[src/rtl/sc_spi_arb.sv]
// sc_spi_arb: round-robin arbiter and word sequencer that shares one SPI
// engine between NREQ requesters, with a watchdog that releases a stalled engine.

module sc_spi_arb #(
    parameter int NREQ    = 4,
    parameter int TIMEOUT = 65535,
    parameter int TOW     = 16
) (
    input  logic             SYSCLK,
    input  logic             SYSRST,
    input  logic [NREQ-1:0]  REQ,
    input  logic [NREQ-1:0]  REQ_LAST,
    input  logic [NREQ*28-1:0] REQ_CFG,
    output logic [NREQ-1:0]  GNT,
    output logic [NREQ-1:0]  ACK,
    output logic [NREQ-1:0]  ERR,
    output logic [2:0]       CSSEL,
    output logic             ARBBUSY,
    output logic [7:0]       CLKDR,
    output logic [3:0]       CSSETUP,
    output logic [3:0]       CSHOLD,
    output logic [8:0]       DWIDTH,
    output logic             CPOL,
    output logic             CPHA,
    output logic             BORDER,
    output logic             TXSTART,
    output logic             CSEXTEND,
    input  logic             SPIBUSY,
    input  logic             SPICOMPLETE
);

    typedef enum logic [2:0] {
        IDLE  = 3'd0,
        START = 3'd1,
        WBUSY = 3'd2,
        WDONE = 3'd3,
        NEXT  = 3'd4
    } state_t;

    state_t         state;
    logic [2:0]     ptr;
    logic [TOW-1:0] wdog;

    logic [NREQ-1:0] req_m;
    logic [7:0]      req_p;
    logic [7:0]      last_p;
    logic [27:0]     cfg_arr [8];

    logic            found;
    logic [2:0]      win;
    logic [3:0]      idx;
    logic [NREQ-1:0] win_oh;

    logic [2:0]      ptr_nxt;
    logic            counting;
    logic            done;
    logic            wd_hit;
    logic            expire;
    logic            req_g;
    logic            last_g;

    // The granted requester is masked during its own ACK cycle.
    assign req_m  = REQ & ~ACK;
    assign req_p  = 8'(req_m);
    assign last_p = 8'(REQ_LAST);
    assign req_g  = req_p[CSSEL];
    assign last_g = last_p[CSSEL];

    for (genvar i = 0; i < 8; i++) begin : g_cfg
        if (i < NREQ) begin : g_used
            assign cfg_arr[i] = REQ_CFG[i*28 +: 28];
        end else begin : g_pad
            assign cfg_arr[i] = '0;
        end
    end

    always_comb begin : search
        found = 1'b0;
        win   = ptr;
        idx   = '0;
        for (int k = 0; k < NREQ; k++) begin
            idx = {1'b0, ptr} + 4'(k);
            if (idx >= 4'(NREQ)) begin
                idx = idx - 4'(NREQ);
            end
            if (!found && req_p[idx[2:0]]) begin
                found = 1'b1;
                win   = idx[2:0];
            end
        end
    end

    always_comb begin : onehot
        win_oh = '0;
        for (int i = 0; i < NREQ; i++) begin
            win_oh[i] = (win == 3'(i));
        end
    end

    assign ptr_nxt = (CSSEL == 3'(NREQ - 1)) ? 3'd0 : CSSEL + 3'd1;

    assign counting = (state == WBUSY) || (state == WDONE) || (state == NEXT);

    // A completion seen while still waiting for SPIBUSY is a fast engine.
    assign done = SPICOMPLETE && ((state == WBUSY) || (state == WDONE));

    // Flag the cycle in which the count reaches TIMEOUT; ERR follows next.
    if (TIMEOUT != 0) begin : g_wd
        assign wd_hit = (wdog == TOW'(TIMEOUT - 1));
    end else begin : g_nowd
        assign wd_hit = 1'b0;
    end

    assign expire = counting && wd_hit && !done;

    always_ff @(posedge SYSCLK) begin
        if (SYSRST) begin
            state    <= IDLE;
            ptr      <= '0;
            wdog     <= '0;
            GNT      <= '0;
            ACK      <= '0;
            ERR      <= '0;
            CSSEL    <= '0;
            ARBBUSY  <= 1'b0;
            CLKDR    <= '0;
            CSSETUP  <= '0;
            CSHOLD   <= '0;
            DWIDTH   <= '0;
            CPOL     <= 1'b0;
            CPHA     <= 1'b0;
            BORDER   <= 1'b0;
            TXSTART  <= 1'b0;
            CSEXTEND <= 1'b0;
        end else begin
            TXSTART <= 1'b0;
            ACK     <= '0;
            ERR     <= '0;
            if (counting) begin
                wdog <= wdog + 1'b1;
            end

            if (done) begin
                ACK <= GNT;
                if (CSEXTEND) begin
                    state <= NEXT;
                end else begin
                    GNT      <= '0;
                    ARBBUSY  <= 1'b0;
                    CSEXTEND <= 1'b0;
                    ptr      <= ptr_nxt;
                    state    <= IDLE;
                end
            end else if (expire) begin
                ERR      <= GNT;
                GNT      <= '0;
                ARBBUSY  <= 1'b0;
                CSEXTEND <= 1'b0;
                ptr      <= ptr_nxt;
                state    <= IDLE;
            end else begin
                unique case (state)
                    IDLE: begin
                        if (found) begin
                            GNT     <= win_oh;
                            ARBBUSY <= 1'b1;
                            CSSEL   <= win;
                            {CLKDR, CSSETUP, CSHOLD, DWIDTH,
                             CPOL, CPHA, BORDER} <= cfg_arr[win];
                            state   <= START;
                        end
                    end
                    START: begin
                        TXSTART  <= 1'b1;
                        CSEXTEND <= !last_g;
                        wdog     <= '0;
                        state    <= WBUSY;
                    end
                    WBUSY: begin
                        if (SPIBUSY) begin
                            state <= WDONE;
                        end
                    end
                    WDONE: begin
                        state <= WDONE;
                    end
                    NEXT: begin
                        if (req_g) begin
                            state <= START;
                        end
                    end
                    default: begin
                        state <= IDLE;
                    end
                endcase
            end
        end
    end

endmodule
[config.mk]
export PLATFORM = sky130hd
export DESIGN_NAME = sc_spi_arb
export DESIGN_NICKNAME = d
export VERILOG_FILES = /design/src/rtl/sc_spi_arb.sv
export SDC_FILE = /design/constraint.sdc
export NUM_CORES = 1
export LEC_CHECK = 0
export BUFFER_PORTS_ARGS = -buffer_cell sky130_fd_sc_hd__clkbuf_2
export CAP_MARGIN = 10
export CORE_MARGIN = 2
export CORE_UTILIZATION = 44
export DETAILED_ROUTE_END_ITERATION = 8
export PLACE_DENSITY = 0.76
export SLEW_MARGIN = 20
export SYNTH_ARGS = -nofsm -noshare
export SYNTH_HDL_FRONTEND = slang
export SYNTH_SLANG_ARGS = --single-unit
export TNS_END_PERCENT = 100
[constraint.sdc]
create_clock -name SYSCLK -period 3.05 [get_ports SYSCLK]
set_clock_uncertainty 0.1 [all_clocks]
set_input_delay 0.1525 -clock SYSCLK [delete_from_list [all_inputs] [get_ports SYSCLK]]
set_output_delay 0.1525 -clock SYSCLK [all_outputs]
set_load 0.02 [all_outputs]
==> metrics.cfg <==
[pwr]
irDropWorstVdd_v = 0.000390
power_density_nw_per_um2 = 604
leakagePower_nw = 2.57

[yosys]
yosysSeqAreaShare_pct = 32.5
ys_async_sr_fraction_pct = 0
synth_ff_type = dfxtp_1
synth_area_leader_cell = dfxtp_1
synth_top_area_share_pct = 32.5
synth_nets = 646
synth_edf_count = 0
synth.area.top_cells = dfxtp_1, nand3_1, nor2_1, a21o_1, a311oi_1
synthCells = 517
avgSynthCellArea_um2 = 8.10
ys_warn_count = 0
synth-seq-cells = 68
syn_area_um2 = 4190
synth_cell_types = 62

[layout]
fin_cells = 842
final_cell_mix = clkbuf_2, dfxtp_1, nor2_1, nand3_1, o21ai_0
fillers = 787
layout_commonest_cell = clkbuf_2
design_area_um2 = 5800
area_delta_synth_final_pct = 38.5
nets = 837
utilization_pct = 62.8
num_antenna_cells = 0
drive_above_1_share_pct = 35.6

[floorplan]
start_util_pct = 45.3
ioPinCount = 170
fp.dieH_um = 102
dieArea_um2 = 10300
coreArea_um2 = 9240
row_count = 35
die_x_um = 102

[clock_network]
cts.root.buffer_cell = clkbuf_8
clkTransAtPathRegs_ns = 0.08
cts_tree = yes
cts_sinks = 68
clk_latency_ns = 0.35
cts_buffers = 9
cts.htree.levels = 3
clockBufferDepth = 2

[sta]
tns_ns = 0
worst_pin_slew_ns = 0.661
hold_violations = 0
setup-violations-final = 0
hold-worst-slack_ns = 0.00801
fin_crit_sh_pct = 98.9
rsz0062_at_grt = yes
fmax_mhz = 332
min_period_ns = 3.02
maxSlewViolCount = 0
slew_headroom_pct = 55.3

[place]
place_area_um2 = 5230
dp_hpwl_mm = 9.84
numPortBuffers = 169
post-place-cells = 796
gp_congestion = 0.888

[detailed_routing]
viasPerCell = 5.80
wl_per_cell_um = 16.7
drt_wl_total_mm = 14.1
first_iter_violations = 271
dr.pass1.iters = 5
ant_nets = 0
route.detailed.drc = 0
vias = 4886

[worst_setup_path]
criticalPathCategory = register to register
crit_arrival_ns = 3.17
setup.worst_path.end_class = register
rr_startpoint = ptr[0]
startpoint_type = register
regToRegEndpoint = DWIDTH[7]
reg2reg_depth = 12
startpoint = ptr[0]
crit_fanout = 9
ff2ff_setup_slack_ns = 0.03
required_ns = 3.20

[global_route]
grt_max_degree = 45
grt_pass1_vias = 4827
grt_pass1_wl_mm = 21.9
grt_antenna_before_repair = 0
track_usage_pct = 26.5
overflow = 0

[hold_path]
holdCritStartpoint = SPICOMPLETE
holdPathEnd = state[2]
min_delay_path_depth = 3
hold_class = input port to register

[run_status]
status = completed

[job]
max-cap-violations = 0

kinds of logic (layout without fill, tap and decap cells):
kind of cell               count (synthesis)  in the layout  synth area share (%)
and+or+nand+nor                          206            206                  25.6
AOI/OAI and AO/OA                        163            163                  27.9
DFF                                       68             68                  32.5
buffers and inverters                     50            246                  5.59
xor gates and xnor gates                  14             14                  2.93
muxes                                     11             11                  4.00
adders and majority gates                  5              5                  1.49
report_power, final:
part	internal (mW)	switching, mW
Clock	0.375	0.373
Combinational	0.668	0.952
Sequential	1.02	0.110
per-stage QoR:
step / power [mW] / worst slack (ns)
after floorplan: 2.15 / 0.0180
after global routing: 3.70 / -0.0564
after global placement: 2.60 / 0.122
after detailed placement: 2.65 / 0.000786
final: 3.50 / 0.0334
after CTS: 3.42 / 0.0187
sequential cells by signal, indices dropped and copies added, names as in the netlist:
name      cells
CLKDR         8
CSEXTEND      1
ARBBUSY       1
CPHA          1
BORDER        1
ERR           4
CPOL          1
wdog         16
CSHOLD        4
DWIDTH        9
ptr           3
ACK           4
CSSETUP       4
TXSTART       1
GNT           4
state         3
CSSEL         3
critical path, cell delays in order, from the launching register on:
cell,delay (ns)
dfxtp_4,0.41
inv_2,0.06
ha_1,0.32
buf_4,0.18
and3b_1,0.16
o211ai_1,0.31
nand2_1,0.18
o21a_2,0.28
a221oi_4,0.24
buf_4,0.19
buf_12,0.13
a21oi_1,0.07
a311oi_1,0.29
layer usage:
layer	routed length (um)	vias up	part of all wire (%)	GRT usage (%)
met5	0	-	0	0
met4	466	0	3.3	11.1
met3	1140	55	8.1	6.14
met2	7060	272	50	45.6
met1	5400	2279	38	31.5
li1	-	2280	-	-
synthesized netlist by cell type (all sizes together), types with 4 or more instances:
cell type,n
a21o,30
clkbuf,25
mux2i,7
nor2,67
nand2b,6
nand2,15
a311oi,28
nor2b,5
a32oi,5
xor2,10
nor3b,4
mux4,4
a21oi,40
dfxtp,68
nand3,66
buf,19
nor3,5
o21a,6
o21ai,39
ha,5
and3,6
inv,6
and2,13
xnor2,4
how the worst max path moves through the flow:
stage                     cells past startpoint         end  slack (ns)
after floorplan                              11  CSSETUP[1]        0.02
after global placement                       10   DWIDTH[0]        0.12
after detailed placement                     10      BORDER      0.0008
after CTS                                    10      BORDER        0.02
after global routing                         12   DWIDTH[7]       -0.06
final                                        12   DWIDTH[7]        0.03
layout make-up:
class / count / area [um^2] / share of cell area [%]
clock buffers: 9 / 124 / 2.14
clock inverters: 7 / 67.6 / 1.17
inverters: 6 / 22.5 / 0.388
multi-input cells: 399 / 2640 / 45.5
flip-flops and latches: 68 / 1370 / 23.5
well taps: 129 / 161 / 2.78
repair buffers: 224 / 1420 / 24.4
timing repair:
action,in CTS,in global routing
hold buffers,27,0
endpoints found under the hold margin,27,0
setup endpoints to repair,4,28
gates cloned,0,1
pin swaps,0,5
buffers inserted,0,2
gates resized for setup,1,16
No activity file was read; power rests on OpenSTA's default activity.
